--- src/rtl/pb_debounce_if.sv ---
// Push-button debounce bundle: raw button in, clean level and pulses out.
// master drives pb_in; slave (the debouncer) drives db_level/db_press/db_release.
interface pb_debounce_if;
   logic pb_in;
   logic db_level;
   logic db_press;
   logic db_release;

   modport master (
      output pb_in,
      input  db_level,
      input  db_press,
      input  db_release
   );

   modport slave (
      input  pb_in,
      output db_level,
      output db_press,
      output db_release
   );
endinterface

--- src/rtl/pb_debounce.sv ---
// Push-button debouncer: 2-flop sync, periodic sample tick, N-sample qualify.
// Ports: clk, reset (async, active-high), bus (slave: pb_in -> db_level/press/release).
module pb_debounce #(
   parameter int TICK_COUNT = 250000,
   parameter int SAMPLES    = 4
) (
   input  logic         clk,
   input  logic         reset,
   pb_debounce_if.slave bus
);

   localparam int CW = (TICK_COUNT > 1) ? $clog2(TICK_COUNT) : 1;
   localparam logic [CW-1:0] TICK_LAST = CW'(TICK_COUNT - 1);
   localparam logic [3:0]    SAMP      = 4'(SAMPLES);

   typedef enum logic [1:0] {
      ST_LOW,
      ST_CHK_HIGH,
      ST_HIGH,
      ST_CHK_LOW
   } state_t;

   logic          s1_q;
   logic          s2_q;
   logic [CW-1:0] cnt_q;
   logic [CW-1:0] cnt_d;
   logic          tick;
   state_t        state_q;
   state_t        state_d;
   logic [3:0]    match_q;
   logic [3:0]    match_d;
   logic [3:0]    match_inc;
   logic          level_q;
   logic          level_d;
   logic          press_q;
   logic          press_d;
   logic          release_q;
   logic          release_d;

   always_ff @(posedge clk or posedge reset) begin
      if (reset) begin
         s1_q <= 1'b0;
         s2_q <= 1'b0;
      end else begin
         s1_q <= bus.pb_in;
         s2_q <= s1_q;
      end
   end

   assign tick  = (cnt_q == TICK_LAST);
   assign cnt_d = tick ? '0 : cnt_q + 1'b1;

   always_ff @(posedge clk or posedge reset) begin
      if (reset) begin
         cnt_q <= '0;
      end else begin
         cnt_q <= cnt_d;
      end
   end

   always_ff @(posedge clk or posedge reset) begin
      if (reset) begin
         state_q   <= ST_LOW;
         match_q   <= 4'd0;
         level_q   <= 1'b0;
         press_q   <= 1'b0;
         release_q <= 1'b0;
      end else begin
         state_q   <= state_d;
         match_q   <= match_d;
         level_q   <= level_d;
         press_q   <= press_d;
         release_q <= release_d;
      end
   end

   always_comb begin
      state_d   = state_q;
      match_d   = match_q;
      match_inc = match_q + 4'd1;
      if (tick) begin
         unique case (state_q)
            ST_LOW: begin
               if (s2_q) begin
                  state_d = ST_CHK_HIGH;
                  match_d = 4'd1;
               end
            end
            ST_CHK_HIGH: begin
               if (!s2_q) begin
                  state_d = ST_LOW;
                  match_d = 4'd0;
               end else if (match_inc == SAMP) begin
                  state_d = ST_HIGH;
                  match_d = 4'd0;
               end else begin
                  match_d = match_inc;
               end
            end
            ST_HIGH: begin
               if (!s2_q) begin
                  state_d = ST_CHK_LOW;
                  match_d = 4'd1;
               end
            end
            ST_CHK_LOW: begin
               if (s2_q) begin
                  state_d = ST_HIGH;
                  match_d = 4'd0;
               end else if (match_inc == SAMP) begin
                  state_d = ST_LOW;
                  match_d = 4'd0;
               end else begin
                  match_d = match_inc;
               end
            end
            default: begin
               state_d = ST_LOW;
               match_d = 4'd0;
            end
         endcase
      end
   end

   // Outputs are registered from the next state so the level and its
   // edge pulse appear together in the first cycle of the new state.
   always_comb begin
      level_d   = (state_d == ST_HIGH) || (state_d == ST_CHK_LOW);
      press_d   = (state_q == ST_CHK_HIGH) && (state_d == ST_HIGH);
      release_d = (state_q == ST_CHK_LOW) && (state_d == ST_LOW);
   end

   assign bus.db_level   = level_q;
   assign bus.db_press   = press_q;
   assign bus.db_release = release_q;

endmodule
--- src/flat_wrapper.sv ---
// flat-port wrapper written by rule: the top's interface ports become plain ports
module pb_debounce_flat 
#(
   parameter int TICK_COUNT = 250000,
   parameter int SAMPLES    = 4
)
  (clk, reset, bus_pb_in, bus_db_level, bus_db_press, bus_db_release);
  pb_debounce_if bus_i ();
  input  logic clk;
  input  logic reset;
  input wire logic [$bits(bus_i.pb_in)-1:0] bus_pb_in;
  output wire logic [$bits(bus_i.db_level)-1:0] bus_db_level;
  output wire logic [$bits(bus_i.db_press)-1:0] bus_db_press;
  output wire logic [$bits(bus_i.db_release)-1:0] bus_db_release;
  assign bus_i.pb_in = bus_pb_in;
  assign bus_db_level = bus_i.db_level;
  assign bus_db_press = bus_i.db_press;
  assign bus_db_release = bus_i.db_release;
  pb_debounce #(.TICK_COUNT(TICK_COUNT), .SAMPLES(SAMPLES)) u_core (.clk(clk), .reset(reset), .bus(bus_i));
endmodule
--- config.mk ---
export PLATFORM = sky130hd
export DESIGN_NAME = pb_debounce_flat
export DESIGN_NICKNAME = d
export VERILOG_FILES = /design/src/rtl/pb_debounce_if.sv /design/src/rtl/pb_debounce.sv /design/src/flat_wrapper.sv
export SDC_FILE = /design/constraint.sdc
export NUM_CORES = 1
export LEC_CHECK = 0
export CAP_MARGIN = 20
export CELL_PAD_IN_SITES_DETAIL_PLACEMENT = 1
export CELL_PAD_IN_SITES_GLOBAL_PLACEMENT = 1
export CORE_ASPECT_RATIO = 1.75
export CORE_UTILIZATION = 45
export CTS_BUF_LIST = sky130_fd_sc_hd__clkbuf_8
export CTS_CLUSTER_SIZE = 16
export DETAILED_ROUTE_END_ITERATION = 16
export DONT_BUFFER_PORTS = 1
export GPL_TIMING_DRIVEN = 0
export HOLD_SLACK_MARGIN = 0.08
export PLACE_DENSITY_LB_ADDON = 0.1
export SLEW_MARGIN = 40
export SYNTH_ARGS = -nofsm -noshare
export SYNTH_HDL_FRONTEND = slang
export SYNTH_SLANG_ARGS = --single-unit
--- constraint.sdc ---
create_clock -name clk -period 3.4 [get_ports clk]
set_input_delay 0.68 -clock clk [delete_from_list [all_inputs] [get_ports clk]]
set_output_delay 0.68 -clock clk [all_outputs]
set_load 0.05 [all_outputs]
; ---- Word-level counts from Yosys, hierarchy flattened
; Cells that the tools add are included.
; Widths: inputs -> output; s select.
[op_classes]
n_addsub = 2
eq_ne = 9
muxes = 15
n_reduce_logical = 6
[ops]
columns = op, count
row1 = $mux 4, 5
row2 = $add 18x1->18 const B, 1
row3 = $eq 18x18->1 const B, 1
row4 = $mux 18, 1
row5 = $pmux 4 s4, 1
row6 = $mux 2, 7
row7 = $eq 2x2->1 const B, 4
row8 = $pmux 2 s4, 1
row9 = $add 4x1->4 const B, 1
row10 = $eq 4x3->1 const B, 1
row11 = $logic_not 2->1, 2
row12 = $reduce_and 3->1, 1
row13 = $eq 2x1->1 const B, 1
row14 = $logic_and 1x1->1, 2
row15 = $ne 2x1->1 const B, 1
row16 = $ne 2x2->1 const B, 1
row17 = $logic_or 1x1->1, 1
[totals]
ff_bits = 29
input_bits = 3
output_inout_bits = 3

; ---- Logic depth before layout (Yosys ltp)
; Gate-level depths: netlist of run 1.
[logic_depth]
depth_word = 8
depth_mapped = 5
depth_no_buf = 5

; ---- Least setup slack after synthesis of run 1
; Ideal clock, no wire load.
[synth_timing]
path_kind = register -> register
from = register u_core.match_q[0]
to = register u_core.level_q, in the netlist u_core.bus.db_level
setup_time_ps = 128
arrival_time_ps = 1899
path_slack_ps = 1374
path_stages_with_launch = 6
n_path_buf = 0
path_cell_list = dfrtp_1 > ha_1 > nand2b_1 > o32ai_1 > or4b_4 > mux2_1
[synth_between]
elab_chain_cells = 8
[synth_rtl]
columns = element, line_no
row1 = from (decl), pb_debounce.sv:30  ; logic [3:0] match_q;
row2 = from (signal assigned), pb_debounce.sv:70  ; match_q <= match_d;
row3 = $add 4x1->4 (*), pb_debounce.sv:80  ; match_inc = match_q + 4'd1;
row4 = $eq 4x3->1 (*), "pb_debounce.sv:93, pb_debounce.sv:110"
row5 = $mux 2 (on tied branches), "pb_debounce.sv:110, pb_debounce.sv:93"
row6 = $mux 2 (on tied branches), "pb_debounce.sv:107, pb_debounce.sv:90"
row7 = $pmux 2 s4 (*), pb_debounce.sv:82  ; unique case (state_q)
row8 = $mux 2 (*), pb_debounce.sv:81  ; if (tick) begin
row9 = $eq 2x2->1, pb_debounce.sv:128  ; level_d = (state_d == ST_HIGH) || (state_d == ST_CHK_LOW);
row10 = $logic_or 1x1->1 (*), pb_debounce.sv:128
row11 = via u_core.level_d, pb_debounce.sv:34  ; logic level_d;
row12 = to (signal assigned), pb_debounce.sv:71  ; level_q <= level_d;
row13 = to (decl), pb_debounce.sv:33  ; logic level_q;
; The timed path passes the listed nets; every way through them passes the cells marked *.
; A chain may end at the register's enable or synchronous reset.

; ---- Worst setup path after layout of run 1
; Same ends and word-level chain as after synthesis.

==> results of run 1 <==
power breakdown:
| part | switching, W | internal [W] | total, W |
|---|---|---|---|
| logic | 0.00000768 | 0.00000114 | 0.00000882 |
| registers | 0.00000122 | 0.000346 | 0.000347 |
| clock network | 0.000133 | 0.000236 | 0.000369 |
| total | 0.000142 | 0.000583 | 0.000725 |
metal layers:
metal | part of all wire (%) | vias to the layer above | routed length (µm) | GRT usage (%)
li1 | - | 464 | - | -
met1 | 39 | 504 | 1090 | 22.4
met2 | 58 | 7 | 1640 | 38.3
met3 | 1.6 | 5 | 46 | 4.27
met4 | 1.9 | 0 | 54 | 10.1
met5 | 0 | - | 0 | 0
cell families (layout without fill, tap and decap cells):
kind of cell / count (synthesis) / in the layout / synth area share, %
AND/OR/NAND/NOR: 51 / 51 / 21.5
flip-flops: 29 / 29 / 52.3
AO/OA/AOI/OAI: 16 / 16 / 8.84
XOR/XNOR: 16 / 16 / 10.1
buffers and inverters: 8 / 16 / 2.16
adder cells (fa/ha/maj): 3 / 3 / 2.71
multiplexers: 3 / 3 / 2.43
sequential cells by signal, indices dropped and copies added, names as in the netlist:
signal                 flops
u_core.cnt_q              18
u_core.state_q             2
u_core.bus.db_press        1
u_core.bus.db_level        1
u_core.bus.db_release      1
u_core.s1_q                1
u_core.match_q             4
u_core.s2_q                1
final timing paths:
path | endpoint | slack [ps] | from
worst min-delay path | u_core.cnt_q[3] | 350 | reset
worst min register to register | u_core.s2_q | 350 | u_core.s1_q
worst max-delay path | u_core.bus.db_level | 1140 | u_core.match_q[0]
worst max register to register | u_core.bus.db_level | 1140 | u_core.match_q[0]
min in group clk | u_core.s2_q | 350 | u_core.s1_q
max in group asynchronous | u_core.match_q[1] | 2630 | reset
cells in the final DEF (no fill, tap or decap), types with 2 or more instances in the layout:
master	Yosys	routed
sky130_fd_sc_hd__dfrtp_1	29	29
sky130_fd_sc_hd__nor2_1	12	12
sky130_fd_sc_hd__xnor2_1	10	10
sky130_fd_sc_hd__inv_1	7	7
sky130_fd_sc_hd__nand3_1	6	6
sky130_fd_sc_hd__xor2_1	6	6
sky130_fd_sc_hd__clkbuf_8	0	6
sky130_fd_sc_hd__nand2_1	5	5
sky130_fd_sc_hd__nand4_1	4	4
sky130_fd_sc_hd__or3_1	4	4
sky130_fd_sc_hd__nor4_1	3	3
sky130_fd_sc_hd__nor3_1	3	3
sky130_fd_sc_hd__o31ai_1	3	3
sky130_fd_sc_hd__ha_1	3	3
sky130_fd_sc_hd__nand2b_1	2	2
sky130_fd_sc_hd__nand3_2	2	2
sky130_fd_sc_hd__mux2_1	2	2
sky130_fd_sc_hd__nor3b_1	2	2
sky130_fd_sc_hd__a32o_1	2	2
cell type report:
cell class              instances  area (µm²)  area share, %
multi-input cells              89         632           41.1
plain buffers                   1        3.75          0.244
clock inverters                 2        33.8           2.20
well taps                      28        35.0           2.28
flip-flops and latches         29         726           47.2
inverters                       7        26.3           1.71
clock buffers                   6        82.6           5.37
through the flow:
| stage | setup WS [ps] | hold WS, ps | instance area [µm²] | power, W |
|---|---|---|---|---|
| 4_1_cts | 1110 | 348 | 1540 | 0.000735 |
| 3_5_place_dp | 1130 | 349 | 1420 | 0.000363 |
| 5_1_grt | 1010 | 367 | 1540 | 0.000746 |
| 2_1_floorplan | 1370 | 331 | 1390 | 0.000360 |
| 6_report | 1140 | 345 | 1540 | 0.000725 |
| 3_3_place_gp | 1150 | 344 | 1420 | 0.000363 |
worst reg2reg max path, cell delays in order, from the launching register on:
cell and delay [ps]:
sky130_fd_sc_hd__dfrtp_1 460, sky130_fd_sc_hd__ha_1 250, sky130_fd_sc_hd__nand2b_1 160, sky130_fd_sc_hd__o32ai_1 390, sky130_fd_sc_hd__or4b_4 550, sky130_fd_sc_hd__mux2_1 330
==> impl_metrics.tcl, run 1 <==
set metrics [dict create \
    grt_pass1_wl_um 4950 \
    ctsResizeCount 0 \
    register_bit_count_reported_by_yosys 29 \
    clock_tree.htree_level_count 2 \
    final_worst_clock_skew_ps 9.00 \
    finalNonFillerCells 162 \
    design.final.nets 139 \
    route.antenna.remaining_nets 0 \
    clock-root-buffer "sky130_fd_sc_hd__clkbuf_8" \
    slew_headroom_pct 58.6 \
    fmaxAchievable_ghz 0.442 \
    drt_pass1_iterations 3 \
    crit_path_cell_trace "ha_1, nand2b_1, o32ai_1, or4b_4, mux2_1" \
    detailed_place_hpwl_um 2040 \
    numPlacedInstances 154 \
    cts_hold_repair.buffers 0 \
    maximum_fanout_along_the_worst_path 7 \
    synth_area_per_cell_um2 11.0 \
    worst_setup_hold_path_clk_slew_ps 70 \
    drt-total-wl_um 2840 \
    initial_utilization_pct 47.4 \
    hold_path_class "in2async" \
    fin_crit_sh_pct 66.6 \
    die-area_mm2 0.00332 \
    drv.max_cap_violation_count 0 \
    routed_vias 980 \
    power_per_cell_area_mw_per_mm2 471 \
    grtUsageTotal_pct 20.9 \
    critical_path_rt_ps 3560 \
    insertion_delay_ps 280 \
    antenna_found_initial 0 \
    timing.reg2reg.worst_path_depth 5 \
    row_count 26 \
    syn_area_mm2 0.00139 \
    critical_path_launch_point_type "flop" \
    fillers 319 \
    cp_num_buf_inv 0 \
    synth_fp_nets 132 \
    crit_path_max_incr_delay_ps 550 \
    rsz0062_at_grt "no" \
    ys_seq_area_share_pct 52.3 \
    synthToLayoutAreaGrowth_pct 10.9 \
    wl_per_cell_um 17.5 \
    cts_num_sinks 29 \
    port_buffers 0 \
    timing.final.max_slew_violations 0 \
    yosys.cell_types.count 39 \
    route.detailed.vias_per_inst 6.05 \
    synth_largest_area_cell "sky130_fd_sc_hd__dfrtp_1" \
    drc 0 \
    critical_path.slowest_cell "sky130_fd_sc_hd__or4b_4" \
    ys_async_sr_fraction_pct 100 \
    netlist_top_cells_area "sky130_fd_sc_hd__dfrtp_1, sky130_fd_sc_hd__xnor2_1, sky130_fd_sc_hd__xor2_1" \
    die_w_um 44.0 \
    syn-instance-count 126 \
    fin_setup_tns_ps 0 \
    cellLeakagePower_nw 0.658 \
    synth_enable_flop_cells 0 \
    worst_ir_drop_on_vdd_mv 0.322 \
    detailedRoute.firstIterationViolations 9 \
    timing.critical_path.max_delay_family "simple AND/OR/NAND/NOR gates" \
    core_region_area_mm2 0.00293 \
    post_cts_buffers 0 \
    io_pins 6 \
    end_kind "flop" \
    via_count_of_the_first_global_routing_pass 1047 \
    die_height_um 75.5 \
    yosysWarningCount 0 \
    grt-ovfl-total 0 \
    layout-drive-gt1-share_pct 11.2 \
    cp.depth 5 \
    criticalPathCategory "reg2reg" \
    cts_buffers 5 \
    cts_max_path_buffers 2 \
    finalSetupViolCount 0 \
    gpl.final_weighted_congestion 0.729 \
    top_count_cell_post_synth "sky130_fd_sc_hd__dfrtp_1" \
    final_core_utilization_pct 52.6 \
    synth_commonest_cells "sky130_fd_sc_hd__dfrtp_1, sky130_fd_sc_hd__nor2_1, sky130_fd_sc_hd__xnor2_1, sky130_fd_sc_hd__inv_1" \
    top_cell_type_s_share_of_synthesized_area_pct 52.3 \
    tritoncts "built" \
    num_antenna_cells 0 \
    timing_worst_slew_pin_value_ps 621 \
    arrival_ps 2420 \
    finalWorstPathRequiredPeriod_ps 2260 \
    ys_dominant_reg_cell "sky130_fd_sc_hd__dfrtp_1" \
    final_hold_viol_count 0 \
    grt_max_degree 30 \
    status "complete, no violations" \
]
No activity file was read; power rests on OpenSTA's default activity.
==> run 2: changes to the inputs <==
- clock period: 3.4 -> 2.2 ns (I/O delays scaled with it)
==> run 2 against run 1 <==
Effect of this change: clock power rose by 55%; global-route usage barely moved; clock-buffer cell count did not move; core utilization rose by 1.4 points; total power rose by 55%; cell count rose by 0.62%; register-to-register slack got worse by 1100 ps; via count rose by 0.10%; critical endpoint unchanged; first-iteration DRC count rose by 56%; die area did not move; largest cell class unchanged; sequential power rose by 55%; highest routed layer unchanged; sequential share of layout area fell by 1.2 points.
==> impl_metrics.tcl, run 2 (synthesis results as in run 1) <==
set metrics [dict create \
    status "complete, no violations" \
    routed_vias 981 \
    critical_path_rt_ps 2360 \
    drv.max_cap_violation_count 0 \
    wl_per_cell_um 17.8 \
    layout_common_cells "sky130_fd_sc_hd__dfrtp_1, sky130_fd_sc_hd__nor2_1, sky130_fd_sc_hd__xnor2_1" \
    worst_ir_drop_on_vdd_mv 0.497 \
    numPlacedInstances 154 \
    tritoncts "built" \
    die_height_um 75.5 \
    layout_commonest_cell "sky130_fd_sc_hd__dfrtp_1" \
    grtUsageTotal_pct 20.9 \
    grt-ovfl-total 0 \
    fmaxAchievable_ghz 0.467 \
    io_pins 6 \
    clock_tree.htree_level_count 2 \
    num_antenna_cells 0 \
    slew_headroom_pct 59.4 \
    initial_utilization_pct 47.4 \
    drt_pass1_iterations 4 \
    die-area_mm2 0.00332 \
    regs_by_ff_count "u_core.cnt_q: 18 flops, u_core.match_q: 4 flops, u_core.state_q: 2 flops" \
    arrival_ps 2300 \
    pre_cts_worst_setup_slack_ps -67.2 \
    maximum_fanout_along_the_worst_path 8 \
    max_flop_register "u_core.cnt_q" \
    drt-total-wl_um 2900 \
    fillers 319 \
    row_count 26 \
    cts_num_sinks 29 \
    multiInputGateArea_um2 664 \
    antenna_found_initial 0 \
    cts_buffers 5 \
    port_buffers 0 \
    detailedRoute.firstIterationViolations 14 \
    crit_path_cell_trace "nor4b_2, nand3_2, or4b_4, mux2_1" \
    cellLeakagePower_nw 0.667 \
    insertion_delay_ps 280 \
    crit_path_max_incr_delay_ps 620 \
    clock-root-buffer "sky130_fd_sc_hd__clkbuf_8" \
    r2r_setup_slack_ps 60 \
    drc 0 \
    hold_path_class "in2async" \
    finalWorstPathRequiredPeriod_ps 2140 \
    route.detailed.vias_per_inst 6.02 \
    fin_crit_sh_pct 97.3 \
    cts_hold_repair.buffers 0 \
    core_region_area_mm2 0.00293 \
    design.final.nets 140 \
    critical_path.slowest_cell "sky130_fd_sc_hd__or4b_4" \
    gpl.final_weighted_congestion 0.729 \
    route.antenna.remaining_nets 0 \
    via_count_of_the_first_global_routing_pass 1040 \
    grt_max_degree 30 \
    layout_setup_ws_ps 58.9 \
    power_per_cell_area_mw_per_mm2 710 \
    criticalPathCategory "reg2reg" \
    layout-drive-gt1-share_pct 14.1 \
    cts_max_path_buffers 2 \
    finalSetupViolCount 0 \
    final_hold_viol_count 0 \
    totalPowerFinal_w 0.00112 \
    grt_pass1_wl_um 4950 \
    largest_reg_flops 18 \
    end_kind "flop" \
    finalNonFillerCells 163 \
    timing.final.max_slew_violations 0 \
    die_w_um 44.0 \
    worst_setup_hold_path_clk_slew_ps 70 \
    cp_num_buf_inv 0 \
    timing_worst_slew_pin_value_ps 609 \
    synthToLayoutAreaGrowth_pct 13.9 \
    seqCellArea_um2 727 \
    detailed_place_hpwl_um 2040 \
    timing.critical_path.max_delay_family "simple AND/OR/NAND/NOR gates" \
    critical_path_launch_point_type "flop" \
    final_worst_clock_skew_ps 9.08 \
]
[run 2: worst paths after layout]
path | start | endpoint | cells after the start
worst max-delay path | u_core.cnt_q[5] | u_core.bus.db_level | 4
worst min-delay path | reset | u_core.s2_q | 1
worst max register to register | u_core.cnt_q[5] | u_core.bus.db_level | 4
worst min register to register | u_core.s1_q | u_core.s2_q | 0
max in group asynchronous | reset | u_core.match_q[0] | 1
min in group clk | bus_pb_in | u_core.s1_q | 0
[run 2: worst reg2reg max path: cells and delay by family (launching register included)]
kind	cells	cell delay, ps
flip-flops	1	460
multiplexers	1	320
AND/OR/NAND/NOR	3	1230
[run 2: repair_timing]
| item | in CTS | in global routing |
|---|---|---|
| buffers inserted | 0 | 1 |
| setup endpoints to repair | 2 | 2 |
| gates resized for setup | 1 | 4 |
| pin swaps | 0 | 0 |
[run 2: metrics by stage]
| stage | hold slack [ps] | util, % | setup TNS [ps] | instance area (µm²) |
|---|---|---|---|---|
| after floorplan | 331 | - | 0 | 1390 |
| after global placement | 344 | 48.6 | -108 | 1420 |
| after detailed placement | 349 | 48.6 | -127 | 1420 |
| after CTS | 127 | 52.8 | 0 | 1550 |
| after global routing | 158 | 54.0 | -99.3 | 1580 |
| final | 107 | 54.0 | 0 | 1580 |
[run 2: final cells by class]
type | count | area share [%]
Timing Repair Buffer | 1 | 0.475
Multi-Input combinational cell | 89 | 42.0
Clock inverter | 2 | 2.14
Sequential cell | 29 | 46.0
Buffer | 1 | 0.238
Inverter | 7 | 1.66
Clock buffer | 6 | 5.23
Tap cell | 28 | 2.22
[run 2: routing by layer]
layer / track usage (%) / part of all wire, % / vias up
li1: - / - / 464
met3: 4.27 / 1.9 / 5
met1: 22.5 / 39 / 500
met2: 38.3 / 58 / 12
met5: 0 / 0 / -
met4: 10.1 / 1.8 / 0
[run 2: report_power, final]
group | switching [W] | total, W | internal, W
registers | 0.00000190 | 0.000537 | 0.000535
clock network | 0.000207 | 0.000571 | 0.000364
logic | 0.0000116 | 0.0000134 | 0.00000176
